<file path="src/rtl/movem_register_sequencer_pkg.sv">
// Shared types and constants for the MOVEM register sequencer.
// Used by movem_register_sequencer and movem_mask_encoder.
package movem_register_sequencer_pkg;

    localparam int unsigned DATA_W = 32;
    localparam int unsigned MASK_W = 16;
    localparam int unsigned IDX_W  = 4;
    localparam int unsigned RAM_AW = 3;
    localparam int unsigned BE_W   = 4;

    typedef enum logic [1:0] {
        ST_IDLE   = 2'd0,
        ST_ACTIVE = 2'd1,
        ST_DONE   = 2'd2
    } state_e;

    localparam logic [BE_W-1:0]   BE_LONG   = 4'b1111;
    localparam logic [BE_W-1:0]   BE_WORD   = 4'b0011;
    localparam logic [DATA_W-1:0] SIZE_WORD = 32'd2;
    localparam logic [DATA_W-1:0] SIZE_LONG = 32'd4;

    typedef struct packed {
        logic [MASK_W-1:0] mask;
        logic              to_memory;
        logic              long_size;
        logic              predecrement;
    } ctrl_t;

    // Predecrement mode walks the mask reversed: bit i names register 15-i.
    function automatic logic [IDX_W-1:0] reg_of(input logic [IDX_W-1:0] idx,
                                                 input logic predec);
        return predec ? IDX_W'(4'd15 - idx) : idx;
    endfunction

endpackage

</file>
<file path="src/rtl/movem_mask_encoder.sv">
// Lowest-set-bit priority encoder over the 16-bit remaining register mask.
module movem_mask_encoder
    import movem_register_sequencer_pkg::*;
(
    input  logic [MASK_W-1:0] mask,
    output logic [IDX_W-1:0]  idx,
    output logic              any
);

    // Scan downward so the lowest set bit is the last one assigned.
    always_comb begin
        idx = '0;
        any = 1'b0;
        for (int i = MASK_W - 1; i >= 0; i--) begin
            if (mask[i]) begin
                idx = IDX_W'(i);
                any = 1'b1;
            end
        end
    end

endmodule

</file>
<file path="src/rtl/movem_register_sequencer.sv">
// MOVEM multi-register transfer sequencer between the D/A register RAMs and memory.
// Optional macro MOVEM_SEQ_ADDRESS_EN adds memory address generation ports.
module movem_register_sequencer
    import movem_register_sequencer_pkg::*;
#(
    parameter bit SIGN_EXTEND_WORD = 1'b1
) (
    input  logic              clock,
    input  logic              reset_n,
    input  logic              start,
    input  logic [MASK_W-1:0] mask,
    input  logic              to_memory,
    input  logic              long_size,
    input  logic              predecrement,
    output logic              busy,
    output logic              done,
    output logic [DATA_W-1:0] out_data,
    output logic              out_valid,
    input  logic              out_ready,
    input  logic [DATA_W-1:0] in_data,
    input  logic              in_valid,
    output logic              in_ready,
    output logic [RAM_AW-1:0] d_address,
    output logic [BE_W-1:0]   d_byte_enable,
    output logic              d_write_enable,
    output logic [DATA_W-1:0] d_data_input,
    input  logic [DATA_W-1:0] d_data_output,
    output logic [RAM_AW-1:0] a_address,
    output logic [BE_W-1:0]   a_byte_enable,
    output logic              a_write_enable,
    output logic [DATA_W-1:0] a_data_input,
    input  logic [DATA_W-1:0] a_data_output
`ifdef MOVEM_SEQ_ADDRESS_EN
    ,
    input  logic [DATA_W-1:0] base_address,
    output logic [DATA_W-1:0] mem_address,
    output logic [DATA_W-1:0] final_address
`endif
);

    state_e            state_q, state_d;
    ctrl_t             ctrl_q, ctrl_d;
    logic [IDX_W-1:0]  idx;
    logic              any;
    logic [IDX_W-1:0]  reg_sel;
    logic              xfer_live;
    logic              store_hs;
    logic              load_hs;
    logic [DATA_W-1:0] rd_data;
    logic [DATA_W-1:0] wr_data;
    logic [BE_W-1:0]   wr_be;
`ifdef MOVEM_SEQ_ADDRESS_EN
    logic [DATA_W-1:0] mem_addr_q, mem_addr_d;
    logic [DATA_W-1:0] final_q, final_d;
    logic [DATA_W-1:0] size_cur;
    logic [DATA_W-1:0] size_new;
`endif

    movem_mask_encoder u_enc (
        .mask (ctrl_q.mask),
        .idx  (idx),
        .any  (any)
    );

    assign reg_sel   = reg_of(idx, ctrl_q.predecrement);
    assign xfer_live = (state_q == ST_ACTIVE) && any;
    assign store_hs  = xfer_live && ctrl_q.to_memory && out_ready;
    assign load_hs   = xfer_live && !ctrl_q.to_memory && in_valid;
    assign rd_data   = reg_sel[3] ? a_data_output : d_data_output;

    always_ff @(posedge clock) begin
        if (!reset_n) begin
            state_q    <= ST_IDLE;
            ctrl_q     <= '0;
`ifdef MOVEM_SEQ_ADDRESS_EN
            mem_addr_q <= '0;
            final_q    <= '0;
`endif
        end else begin
            state_q    <= state_d;
            ctrl_q     <= ctrl_d;
`ifdef MOVEM_SEQ_ADDRESS_EN
            mem_addr_q <= mem_addr_d;
            final_q    <= final_d;
`endif
        end
    end

    always_comb begin
        state_d        = state_q;
        ctrl_d         = ctrl_q;
        busy           = 1'b0;
        done           = 1'b0;
        out_valid      = 1'b0;
        out_data       = '0;
        in_ready       = 1'b0;
        d_address      = '0;
        d_byte_enable  = '0;
        d_write_enable = 1'b0;
        d_data_input   = '0;
        a_address      = '0;
        a_byte_enable  = '0;
        a_write_enable = 1'b0;
        a_data_input   = '0;
        wr_be          = (ctrl_q.long_size || SIGN_EXTEND_WORD) ? BE_LONG : BE_WORD;
        wr_data        = in_data;
        if (!ctrl_q.long_size && SIGN_EXTEND_WORD) begin
            wr_data = {{16{in_data[15]}}, in_data[15:0]};
        end
`ifdef MOVEM_SEQ_ADDRESS_EN
        mem_addr_d = mem_addr_q;
        final_d    = final_q;
        size_cur   = ctrl_q.long_size ? SIZE_LONG : SIZE_WORD;
        size_new   = long_size ? SIZE_LONG : SIZE_WORD;
`endif

        case (state_q)
            ST_IDLE: begin
                if (start) begin
                    ctrl_d  = '{mask: mask, to_memory: to_memory,
                                long_size: long_size, predecrement: predecrement};
                    state_d = ST_ACTIVE;
`ifdef MOVEM_SEQ_ADDRESS_EN
                    mem_addr_d = predecrement ? (base_address - size_new) : base_address;
                    final_d    = base_address;
`endif
                end
            end
            ST_ACTIVE: begin
                busy = 1'b1;
                if (!any) begin
                    state_d = ST_DONE;
                end else if (store_hs || load_hs) begin
                    ctrl_d.mask = ctrl_q.mask & ~(MASK_W'(1) << idx);
`ifdef MOVEM_SEQ_ADDRESS_EN
                    // Predecrement keeps the last used address for the An writeback.
                    final_d    = ctrl_q.predecrement ? mem_addr_q : (mem_addr_q + size_cur);
                    mem_addr_d = ctrl_q.predecrement ? (mem_addr_q - size_cur)
                                                     : (mem_addr_q + size_cur);
`endif
                end
            end
            ST_DONE: begin
                done    = 1'b1;
                state_d = ST_IDLE;
            end
            default: state_d = ST_IDLE;
        endcase

        if (xfer_live) begin
            out_valid = ctrl_q.to_memory;
            in_ready  = !ctrl_q.to_memory;
            if (ctrl_q.to_memory) begin
                out_data = ctrl_q.long_size ? rd_data : {16'h0000, rd_data[15:0]};
            end
            if (reg_sel[3]) begin
                a_address      = reg_sel[2:0];
                a_byte_enable  = wr_be;
                a_write_enable = load_hs;
                a_data_input   = wr_data;
            end else begin
                d_address      = reg_sel[2:0];
                d_byte_enable  = wr_be;
                d_write_enable = load_hs;
                d_data_input   = wr_data;
            end
        end
    end

`ifdef MOVEM_SEQ_ADDRESS_EN
    assign mem_address   = mem_addr_q;
    assign final_address = final_q;
`endif

endmodule
</file>
<file path="config.mk">
export PLATFORM = sky130hd
export DESIGN_NAME = movem_register_sequencer
export DESIGN_NICKNAME = d
export VERILOG_FILES = /design/src/rtl/movem_register_sequencer_pkg.sv /design/src/rtl/movem_mask_encoder.sv /design/src/rtl/movem_register_sequencer.sv
export SDC_FILE = /design/constraint.sdc
export NUM_CORES = 1
export LEC_CHECK = 0
export ABC_AREA = 1
export BUFFER_PORTS_ARGS = -buffer_cell sky130_fd_sc_hd__buf_2
export CAP_MARGIN = 15
export CORE_AREA = 2 2 92 94
export DETAILED_ROUTE_END_ITERATION = 10
export DIE_AREA = 0 0 94 96
export PLACE_DENSITY = 0.78
export REMOVE_ABC_BUFFERS = 1
export SYNTH_ARGS = -nofsm -noshare
export SYNTH_HDL_FRONTEND = slang
export SYNTH_SLANG_ARGS = --single-unit
</file>
<file path="constraint.sdc">
create_clock -name clock -period 4.3 [get_ports clock]
set_input_delay 0.215 -clock clock [delete_from_list [all_inputs] [get_ports clock]]
set_output_delay 0.215 -clock clock [all_outputs]
set_load 0.01 [all_outputs]
</file>
* Word level (Yosys, flattened, before mapping) *
Index checks and enable logic that the tools add are counted.

cells by class
  add/subtract/negate cells = 1
  reduce and logical (&&, ||, !) cells = 12
  mux-type cells = 65
  bitwise gates (word level) = 2
  shift operators = 1
  equality and inequality tests = 6

operators by type and width
  operator                                               count
  2-to-1 mux 32 bit                                      9
  2-to-1 mux 4 bit                                       21
  2-to-1 mux 16 bit                                      2
  one-hot mux 16 bit (2 select lines)                    1
  2-to-1 mux 1 bit                                       24
  2-to-1 mux 19 bit                                      1
  AND 16 bit                                             1
  inverter 16 bit                                        1
  << shifter 1 x 4 -> 16 bit, first input constant       1
  2-to-1 mux 3 bit                                       4
  inequality test 2 bit, second input constant           3
  logical AND 1 bit                                      5
  2-to-1 mux 2 bit                                       2
  one-hot mux 2 bit (2 select lines)                     1
  AND reduction 2 bit                                    2
  AND reduction 4 bit                                    1
  subtractor 4 bit, first input constant                 1
  == test 2 x 1 -> 1 bit, second input constant          1
  == test 2 bit, second input constant                   1
  zero test 2 bit                                        1
  inequality test 2 x 1 -> 1 bit, second input constant  1
  nonzero test 2 bit                                     1
  zero test 1 bit                                        1
  logical OR 1 bit                                       1

word-level totals
  output and inout bits = 116
  word-level logic and storage cells = 92
  register bits = 21

* Logic depth before layout (Yosys ltp) *
Gate-level depths: netlist of the first run.

  depth after elaboration = 23
  depth in mapped cells = 19
  depth with buffers taken out = 19

* Modules after synthesis *
From an unflattened synthesis of the first run, not the netlist that was laid out.

unflattened totals
  cell total of the unflattened synthesis = 549
  area total of the unflattened synthesis = 2733.9 um2

by module, submodules not included
  module                    instances  cells an instance  area an instance (um2)  sequential area each (um2)
  movem_register_sequencer  1          500                2524.9                  420.4
  movem_mask_encoder        1          49                 209.0                   0.0

* Least setup slack after synthesis of the first run *
OpenSTA, ideal clock, no wires.

  path kind = register -> output
  start point = reg ctrl_q[3] (netlist bit)
  end point = out d_data_input[10]
  stages on the path, launching flop included = 15
  arrival = 1.957 ns
  path buffers = 1
  setup slack = 2.128 ns
  cell sequence = dfxtp_1 inv_2 nand2_1 nor3_2 inv_2 nor2_2 inv_1 nor2_4 inv_2 nand2_1 nand2_2 nor2_1 inv_2 buf_2 nor2_1

between the ends
  cells in the longest elaborated chain, start to end = 5

ends and longest elaborated chain
  what                    RTL line                            RTL
  from (decl)             movem_register_sequencer.sv:42      ctrl_t ctrl_q, ctrl_d;
  from (signal assigned)  movem_register_sequencer.sv:81      ctrl_q <= ctrl_d;
  2-to-1 mux 4 bit        movem_mask_encoder.sv:15            if (mask[i]) begin
  subtractor 4 bit        movem_register_sequencer_pkg.sv:32  return predec ? IDX_W'(4'd15 - idx) : idx;
  2-to-1 mux 4 bit        movem_register_sequencer_pkg.sv:32
  2-to-1 mux 32 bit       movem_register_sequencer.sv:156     if (reg_sel[3]) begin
  2-to-1 mux 32 bit (*)   movem_register_sequencer.sv:150     if (xfer_live) begin
  to (decl)               movem_register_sequencer.sv:26      output logic [DATA_W-1:0] d_data_input,

Mark *: on every way between the ends. The rest lies on a longest branch, timed or not.

* Final worst setup path of the first run *
  start point = reg ctrl_q[3] (netlist bit)
  end point = out a_data_input[9]

between the ends
  cells in the longest elaborated chain, start to end = 5

ends and longest elaborated chain
  what                   RTL line                            RTL
  2-to-1 mux 4 bit       movem_mask_encoder.sv:15
  subtractor 4 bit       movem_register_sequencer_pkg.sv:32
  2-to-1 mux 4 bit       movem_register_sequencer_pkg.sv:32
  2-to-1 mux 32 bit      movem_register_sequencer.sv:156
  2-to-1 mux 32 bit (*)  movem_register_sequencer.sv:150
  to (decl)              movem_register_sequencer.sv:31      output logic [DATA_W-1:0] a_data_input,

Marked as above.

==> run_results.csv, run 1 <==
group,metric,value,unit
setup_path,crit_type,"flop to primary output",
drt,wl,9990,um
finish,num_antenna_cells,0,
yosys,synth_xor_area_frac,0.0115,
yosys,yosysWarnings,0,
global_route,grt_pass1_wl,14800,um
finish,fillerInstances,904,
yosys,syn_area_per_cell,5.31,um2
yosys,synth-seq-cells,21,
finish,area_delta_synth_final,53.7,%
finish,nets,767,
floorplanning,die_area,9020,um2
yosys,synth_top_family_by_area,"simple AND/OR/NAND/NOR gates",
clock_network,post_cts_buffers,0,
clock_network,numCtsBuffers,3,
yosys,synth_mux_area_frac,0,
placed_design,io_buffers,235,
timing,fin_worst_skew,0.00729,ns
drt,route.detailed.wl_per_inst,13.3,um
floorplanning,dieWidth,94,um
drt,viasPerCell,4.69,
run_status,status,"finished, final reports clean",
floorplanning,ios,236,
setup_path,ff2ff_path_depth,12,
finish,post-route-util,0.437,
clock_network,cts_tree,"done",
setup_path,startpoint,"ctrl_q[3]",
clock_network,ctsHoldBuffers,0,
timing,setup_ws,1.08,ns
setup_path,cp_slowest_stage_delay,0.43,ns
power_and_ir_drop,leakage,0.00213,uW
setup_path,slowest_stage,"inv_2",
clock_network,clockBufferDepth,2,
floorplanning,die_h,96,um
setup_path,cp_top_family,"buffers and inverters",
setup_path,critical_path_arrival,3.01,ns
clock_network,clkTransAtPathRegs,0.08,ns
setup_path,worst-path-stages,16,
yosys,synthesis.instances,431,
setup_path,crit_buf_inv,8,
timing,setup_viol_count_final,0,
setup_path,worstReg2RegStart,"ctrl_q[13]",
timing,clock.fmax,310,MHz
setup_path,path_common_cell,"inv_2",
yosys,ys_types,27,
yosys,synth_seq_area_share,0.184,
drt,drtPass1Iterations,4,
timing,hold_viol,0,
timing,setup_tns,0,ns
placed_design,place_ws,1.42,ns
yosys,yosys.area_share.adder,0,
setup_path,path_cells,"inv_2 > nand2_1 > nor3_2 > inv_2 > nor2_2 > inv_1 > nor2_4 > inv_2 > nand2_1 > nand2_2 > buf_4 > inv_2 > nor2_2 > inv_2 > nor2_1 > buf_2",
flow_run,drv_cap,0,
timing,rsz0062_at_grt,"no",
power_and_ir_drop,fin_total_pwr,1060,uW
finish,drive_gt1_frac,0.410,
floorplanning,core_area,8050,um2
timing,worstMarginPinSlew,0.659,ns
yosys,syn-cell-area,2290,um2
setup_path,crit_required,4.09,ns
global_route,grt_pass1_vias,2965,
placed_design,post-dp-hpwl,8190,um
global_route,grt-ovfl-total,0,
global_route,gr-usage-all-layers,0.205,
floorplanning,rows,33,
drt,drt-initial-drc-count,158,
hold_path,min_from,"mask[11]",
hold_path,min_path_type,"input pin to flop",
global_route,antenna_found_initial,0,
power_and_ir_drop,ir_worst_vdd,0.000203,V
floorplanning,initial_core_util,0.284,
timing,relSlewSlack,0.559,
placed_design,gp_congestion,0.958,
setup_path,end_kind,"primary output",
global_route,grt_max_degree,36,
clock_network,insertion_delay,0.27,ns
hold_path,min_path_cells,3,
drt,vias,3525,
timing,period_share,0.750,
clock_network,cts_resized,0,
setup_path,crit_fanout,35,
drt,drcViolationCount,0,
yosys,synth_compound_area_frac,0.237,
clock_network,htree_levels,1,
power_and_ir_drop,p_per_area,302,nW/um2
timing,report.final.slew_viol_count,0,
drt,ant_nets,0,
yosys,synth-simple-area-share,0.421,
timing,timing.final.crit_period,3.22,ns
setup_path,crit_path_start_kind,"flop",
clock_network,cts_sinks,21,
clock_network,cts_root_buf,"clkbuf_8",
[metal layers]
layer / routed length [um] / vias up / global-route usage
li1: - / 1805 / -
met3: 748 / 8 / 0.0298
met2: 4600 / 151 / 0.340
met5: 0 / - / 0
met1: 4580 / 1561 / 0.288
met4: 66 / 0 / 0.0326
[kinds of logic (layout without fill, tap and decap cells)]
group,count (synthesis),in the layout
AO/OA/AOI/OAI,107,107
XOR/XNOR,3,3
AND/OR/NAND/NOR,224,224
flip-flops,21,21
buffers and inverters,76,291
[final timing paths]
kind	to	slack, ns
min reg2reg	ctrl_q[13]	0.50
max	a_data_input[9]	1.08
max reg2reg	ctrl_q[9]	1.99
min	ctrl_q[14]	0.22
[worst min-delay path, stage by stage]
cell and delay (ns):
buf_2 0.07, a21oi_1 0.05, a21oi_1 0.12
[layout make-up]
class,instances,area (um2),share of cell area
multi-input combinational,334,1530,0.436
timing repair buffer,239,1210,0.343
sequential,21,420,0.120
inverter,48,180,0.0512
tap,105,131,0.0374
clock buffer,3,41.3,0.0117
clock inverter,1,5.00,0.00142
[cells in the final DEF, fill, tap and decap left out]
| cell | n |
|---|---|
| nor2_1 | 150 |
| dfxtp_1 | 21 |
| nand2_2 | 3 |
| nand2_1 | 29 |
| a211oi_1 | 1 |
| buf_4 | 4 |
| a21oi_1 | 36 |
| nor3_2 | 1 |
| nand3_1 | 23 |
| inv_2 | 8 |
| nor2_2 | 4 |
| buf_2 | 235 |
| inv_1 | 40 |
| clkinv_2 | 1 |
| o21ai_0 | 58 |
| nor4_4 | 1 |
| nor3_1 | 2 |
| nand3_2 | 1 |
| nor2_4 | 1 |
| nand2_4 | 2 |
| clkbuf_8 | 3 |
| o21bai_1 | 2 |
| xor2_1 | 3 |
| o21ai_1 | 10 |
| nand4_1 | 6 |
| or2_4 | 1 |
[flip-flops by register name, summed over array words and instances, names as in the netlist]
name	flops
ctrl_q	19
state_q	2
[cells in the mapped netlist, drive strengths merged]
cell,number,area share
a211oi,1,0.0033
a21oi,36,0.079
buf,19,0.053
clkbuf,9,0.015
dfxtp,21,0.18
inv,48,0.079
nand2,34,0.066
nand3,24,0.055
nand4,6,0.016
nor2,155,0.26
nor3,3,0.0088
nor4,1,0.0093
o21ai,68,0.15
o21bai,2,0.0066
or2,1,0.0038
xor2,3,0.011
[where the power goes]
part	internal [uW]	switching [uW]	total [uW]
registers	222	23.0	245
logic	224	457	681
clock network	64.8	69.2	134
total	511	549	1060
[per-stage QoR]
step           instance area [um2]  hold slack [ns]  std cells
5_1_grt                       3520            0.229        751
2_1_floorplan                 2130            0.353        403
3_3_place_gp                  3460            0.479        746
4_1_cts                       3510            0.224        750
6_report                      3520            0.223        751
3_5_place_dp                  3460            0.485        746
Note: power is estimated with default switching activity, not from simulation.
==> inputs of run 2 (changes only) <==
--- a/config.mk
+++ b/config.mk
@@ -5,13 +5,13 @@
 export SDC_FILE = /design/constraint.sdc
 export NUM_CORES = 1
 export LEC_CHECK = 0
-export ABC_AREA = 1
+export ABC_AREA = 0
 export BUFFER_PORTS_ARGS = -buffer_cell sky130_fd_sc_hd__buf_2
 export CAP_MARGIN = 15
-export CORE_AREA = 2 2 92 94
+export CORE_AREA = 2 2 117 62
 export DETAILED_ROUTE_END_ITERATION = 10
-export DIE_AREA = 0 0 94 96
-export PLACE_DENSITY = 0.78
+export DIE_AREA = 0 0 119 64
+export PLACE_DENSITY = 0.91
 export REMOVE_ABC_BUFFERS = 1
 export SYNTH_ARGS = -nofsm -noshare
 export SYNTH_HDL_FRONTEND = slang
==> constraint.sdc (replaced) <==
create_clock -name clock -period 3.1 [get_ports clock]
set_input_delay 0.155 -clock clock [delete_from_list [all_inputs] [get_ports clock]]
set_output_delay 0.155 -clock clock [all_outputs]
set_load 0.01 [all_outputs]
==> run 2 against run 1 <==
Effect of this change: power rose by 34%; utilization is 11 points higher; via count grew 2.0%; design area grew 1.8%; die area is 16% lower; count of clock-buffer cells in the layout unchanged; wire length is essentially flat; cell count down 9.6%; critical path depth decreased by 8; non-clock buffer count rose by 1; register-to-register slack got worse by 1.4 ns; critical endpoint is now out_data[14]; highest routed layer unchanged.
==> run_results.csv, run 2 <==
group,metric,value,unit
hold_path,min_from,"mask[15]",
finish,regMostFlops,"ctrl_q",
global_route,grt-ovfl-total,0,
finish,final_cell_mix,"buf_2, nand2_1, a21oi_1",
floorplanning,rows,21,
clock_network,cts_tree,"done",
global_route,grt_pass1_vias,3040,
clock_network,htree_levels,1,
clock_network,clockBufferDepth,2,
finish,instances_no_fill,679,
clock_network,post_cts_buffers,0,
yosys,synth_area_leader_cell,"dfxtp_1",
setup_path,end_kind,"primary output",
global_route,gr-usage-all-layers,0.243,
setup_path,ff2ff_setup_slack,0.61,ns
yosys,synth_common_cells,"nand2_1, a21oi_1, nor2_1, and3_1, dfxtp_1",
setup_path,ff2ff_path_depth,6,
yosys,synth_seq_area_share,0.181,
yosys,synth_top_area_frac,0.181,
placed_design,place_area,3490,um2
drt,viasPerCell,5.29,
yosys,yosysWarnings,0,
power_and_ir_drop,leakage,0.00211,uW
setup_path,startpoint,"ctrl_q[9]",
setup_path,crit_path_start_kind,"flop",
floorplanning,core_area,6540,um2
placed_design,place_ws,0.554,ns
timing,fin_worst_skew,0.00603,ns
drt,drcViolationCount,0,
clock_network,clkTransAtPathRegs,0.06,ns
clock_network,cts_root_buf,"clkbuf_16",
placed_design,placedCellCount,675,
finish,reg_top3,"ctrl_q: 19 flops, state_q: 2 flops",
flow_run,drv_cap,0,
yosys,synth_edf_count,0,
timing,period_share,0.918,
yosys,synthesis.instances,379,
finish,fillerInstances,614,
timing,setup_ws,0.256,ns
placed_design,gp_congestion,0.876,
finish,largest_register_ffs,19,
timing,hold_viol,0,
finish,final_common_cell,"buf_2",
clock_network,numCtsBuffers,3,
timing,setup_viol_count_final,0,
global_route,antenna_found_initial,0,
finish,area_delta_synth_final,53.9,%
clock_network,insertion_delay,0.25,ns
setup_path,crit_type,"flop to primary output",
setup_path,critical_path_arrival,2.69,ns
placed_design,post-dp-hpwl,7970,um
timing,timing.final.crit_period,2.84,ns
clock_network,cts_sinks,21,
yosys,syn-cell-area,2320,um2
global_route,grt_pass1_wl,15500,um
finish,post-route-util,0.547,
drt,ant_nets,0,
drt,drt-initial-drc-count,397,
hold_path,min_path_type,"input pin to flop",
floorplanning,dieWidth,119,um
finish,nets,708,
floorplanning,die_h,64,um
finish,num_antenna_cells,0,
global_route,grt_max_degree,46,
timing,setup_tns,0,ns
power_and_ir_drop,p_per_area,396,nW/um2
yosys,async_reset_ff_frac,0,
drt,wl,9990,um
power_and_ir_drop,ir_worst_vdd,0.000282,V
run_status,status,"finished, final reports clean",
drt,route.detailed.wl_per_inst,14.7,um
clock_network,ctsHoldBuffers,0,
timing,clock.fmax,352,MHz
timing,rsz0062_at_grt,"no",
drt,vias,3595,
yosys,synth_flop_cell,"dfxtp_1",
yosys,syn_area_per_cell,6.13,um2
finish,drive_gt1_frac,0.446,
setup_path,crit_fanout,43,
timing,worstMarginPinSlew,1.08,ns
timing,relSlewSlack,0.276,
finish,final_area,3580,um2
setup_path,rr_endpoint,"ctrl_q[15]",
floorplanning,ios,236,
drt,drtPass1Iterations,5,
setup_path,crit_required,2.94,ns
placed_design,io_buffers,235,
timing,report.final.slew_viol_count,0,
setup_path,worstReg2RegStart,"ctrl_q[12]",
yosys,synthTopCellsByArea,"dfxtp_1, nand2_1, a21oi_1, and3_1, nor2_1",
setup_path,crit_end,"out_data[14]",
floorplanning,die_area,7620,um2
yosys,synth-seq-cells,21,
yosys,yosysMostFrequentCell,"nand2_1",
clock_network,cts_resized,0,
yosys,ys_types,46,
floorplanning,initial_core_util,0.355,
[run 2: cell count changes in the layout (fill, tap and decap cells not counted), sizes merged, moves of 3 or more]
cell	previous run	this run
o21ai	68	4
inv	48	9
a31o	0	5
nand3	24	9
nand4	6	2
o211ai	0	5
nand2	34	89
nor2b	0	3
nor4	1	4
nor2	155	52
a21oi	36	66
and3	0	35
a31oi	0	7
[run 2: through the flow]
step | hold slack (ns) | total power [uW]
5_1_grt | 0.138 | 1520
3_5_place_dp | 0.387 | 1130
3_3_place_gp | 0.380 | 1110
2_1_floorplan | 0.264 | 818
4_1_cts | 0.124 | 1410
6_report | 0.125 | 1420
[run 2: worst min-delay path by stage]
stage                       endpoint  slack, ns  cells past startpoint
after floorplan            ctrl_q[9]       0.26                      2
after global placement    ctrl_q[14]       0.38                      2
after detailed placement  ctrl_q[18]       0.39                      2
after global routing      ctrl_q[18]       0.14                      2
final                     ctrl_q[18]       0.12                      2
after CTS                 ctrl_q[18]       0.12                      2
[run 2: cell families after synthesis]
logic type                synth area share
DFF                                  0.181
xor gates and xnor gates            0.0215
buffers and inverters               0.0936
and+or+nand+nor                      0.425
AOI/OAI and AO/OA                    0.274
muxes                              0.00484
[run 2: area by class of cell]
type                       count  area (um2)  share of cell area
timing repair buffer         240        1220               0.340
sequential                    21         420               0.117
clock buffer                   3        75.1              0.0210
inverter                       9        33.8             0.00944
multi-input combinational    313        1710               0.478
tap                           92         115              0.0322
clock inverter                 1        7.51             0.00210
[run 2: critical path, cell delays in order (launching register included)]
cell and delay, ns:
dfxtp_1 0.37, nor4_4 0.47, nand2_2 0.16, a21oi_4 0.29
xnor2_4 0.20, buf_4 0.40, nand2_1 0.11, a21oi_1 0.23
buf_2 0.18
[run 2: power by group]
part	leakage (uW)	switching (uW)	internal, uW
combinational	0.00190	504	306
sequential	0.000172	43.6	292
clock	0.0000371	98.3	174
total	0.00211	646	772
[run 2: layer usage]
layer  global-route usage  share of wire
met1                0.336           0.43
met2                0.398           0.47
met3               0.0446          0.089
met4               0.0446          0.018
met5                    0              0
==> inputs of run 3 (changes only) <==
--- a/config.mk
+++ b/config.mk
@@ -8,10 +8,10 @@
 export ABC_AREA = 0
 export BUFFER_PORTS_ARGS = -buffer_cell sky130_fd_sc_hd__buf_2
 export CAP_MARGIN = 15
-export CORE_AREA = 2 2 117 62
+export CORE_AREA = 2 2 91 93
 export DETAILED_ROUTE_END_ITERATION = 10
-export DIE_AREA = 0 0 119 64
-export PLACE_DENSITY = 0.91
+export DIE_AREA = 0 0 93 95
+export PLACE_DENSITY = 0.8
 export REMOVE_ABC_BUFFERS = 1
 export SYNTH_ARGS = -nofsm -noshare
 export SYNTH_HDL_FRONTEND = slang
==> run 3 against run 2 <==
Effect of this change: sequential power about the same; sequential share of layout area about the same; sequential cell count unchanged; count of clock-buffer cells in the layout unchanged; die area up 16%.
==> run_results.csv, run 3 (synthesis results as in run 2) <==
group,metric,value,unit
floorplanning,initial_core_util,0.293,
finish,final_common_cell,"buf_2",
hold_path,min_path_type,"input pin to flop",
drt,drt-initial-drc-count,188,
finish,area_delta_synth_final,54.4,%
power_and_ir_drop,leakage,0.00210,uW
drt,viasPerCell,5.23,
clock_network,cts_root_buf,"clkbuf_8",
placed_design,gp_congestion,0.942,
clock_network,cts_tree,"done",
timing,hold_viol,0,
setup_path,crit_path_start_kind,"flop",
timing,clock.fmax,348,MHz
drt,vias,3632,
finish,final_cell_mix,"buf_2, nand2_1, a21oi_1",
power_and_ir_drop,p_int,693,uW
power_and_ir_drop,p_switching,673,uW
power_and_ir_drop,swShare,0.493,
run_status,status,"finished, final reports clean",
finish,drive_gt1_frac,0.447,
timing,report.final.slew_viol_count,0,
finish,largest_register_ffs,19,
timing,setup_tns,0,ns
floorplanning,die_h,95,um
finish,reg_top3,"ctrl_q: 19 flops, state_q: 2 flops",
power_and_ir_drop,pwr-share-clk,0.137,
floorplanning,core_area,7930,um2
timing,worstMarginPinSlew,1.05,ns
power_and_ir_drop,p_per_area,381,nW/um2
timing,setup_viol_count_final,0,
floorplanning,dieWidth,93,um
setup_path,critical_path_arrival,2.71,ns
drt,drcViolationCount,0,
clock_network,ctsHoldBuffers,0,
global_route,grt-ovfl-total,0,
global_route,gr-usage-all-layers,0.217,
drt,drtPass1Iterations,5,
placed_design,placedCellCount,687,
clock_network,numCtsBuffers,3,
timing,period_share,0.926,
finish,nets,709,
drt,route.detailed.wl_per_inst,15.7,um
setup_path,crit_type,"flop to primary output",
clock_network,insertion_delay,0.27,ns
global_route,grt_pass1_wl,15400,um
drt,ant_nets,0,
placed_design,post-dp-hpwl,8470,um
global_route,grt_pass1_vias,3063,
timing,rsz0062_at_grt,"no",
clock_network,htree_levels,1,
power_and_ir_drop,p_comb_frac,0.618,
drt,wl,10900,um
timing,relSlewSlack,0.298,
timing,fin_worst_skew,0.00410,ns
clock_network,clockBufferDepth,2,
floorplanning,rows,33,
clock_network,clkTransAtPathRegs,0.08,ns
power_and_ir_drop,ir_worst_vdd,0.000272,V
flow_run,drv_cap,0,
global_route,grt_max_degree,50,
floorplanning,ios,236,
power_and_ir_drop,sequentialPowerShare,0.245,
setup_path,crit_required,2.94,ns
global_route,antenna_found_initial,2,
timing,timing.final.crit_period,2.87,ns
floorplanning,die_area,8840,um2
clock_network,cts_sinks,21,
setup_path,end_kind,"primary output",
placed_design,io_buffers,235,
clock_network,post_cts_buffers,0,
finish,instances_no_fill,695,
finish,fillerInstances,845,
finish,regMostFlops,"ctrl_q",
setup_path,crit_fanout,19,
==> run 3: power groups by stage <==
stage / registers (uW) / clock network (uW) / logic, uW
finish: 335 / 187 / 844
global route: 340 / 199 / 921
detailed placement: 338 / 0 / 798
floorplan: 329 / 0 / 489
CTS: 333 / 190 / 818
global placement: 336 / 0 / 781
==> run 3: routing by layer <==
metal  part of all wire  up-vias  global-route usage
met2               0.49      219               0.383
met5                  0        -                   0
met3              0.097       27              0.0367
li1                   -     1729                   -
met4              0.025        0              0.0588
met1               0.39     1657               0.274
==> run 3: repair_timing <==
item / CTS / global route
setup endpoints to repair: 22 / 20
cloned: 1 / 1
pin swaps: 1 / 1
gates resized for setup: 0 / 1
==> run 3: final timing paths <==
path | startpoint | end | slack (ns) | cells after the start
worst max-delay path | ctrl_q[3] | d_data_input[16] | 0.23 | 7
worst min-delay path | mask[11] | ctrl_q[14] | 0.1 | 2
worst max register to register | ctrl_q[12] | ctrl_q[18] | 0.96 | 7
worst min register to register | ctrl_q[2] | ctrl_q[2] | 0.50 | 2
==> run 3: worst max-delay path, cell delays in order (launching register included) <==
cell	delay [ns]
dfxtp_1	0.38
nor4_4	0.48
nand2_2	0.15
a21oi_4	0.39
xnor2_4	0.28
nand2_2	0.37
nor2_1	0.22
buf_2	0.15
==> run 3: final cells by class <==
| class | count | area (um2) | area share |
|---|---|---|---|
| multi-input combinational | 315 | 1740 | 0.485 |
| timing repair buffer | 239 | 1210 | 0.337 |
| sequential | 21 | 420 | 0.117 |
| tap | 105 | 131 | 0.0366 |
| clock buffer | 3 | 41.3 | 0.0115 |
| inverter | 9 | 33.8 | 0.00941 |
| clock inverter | 1 | 5.00 | 0.00139 |
| antenna | 2 | 5.00 | 0.00139 |
==> run 3: through the flow <==
stage	power [uW]	instance area (um2)	utilization	hold slack [ns]	setup slack, ns
2_1_floorplan	818	2140	-	0.264	0.111
3_3_place_gp	1120	3500	0.442	0.374	0.317
3_5_place_dp	1140	3500	0.442	0.377	0.152
4_1_cts	1340	3560	0.449	0.0978	0.150
5_1_grt	1460	3580	0.452	0.111	0.0115
6_report	1370	3590	0.453	0.0982	0.230
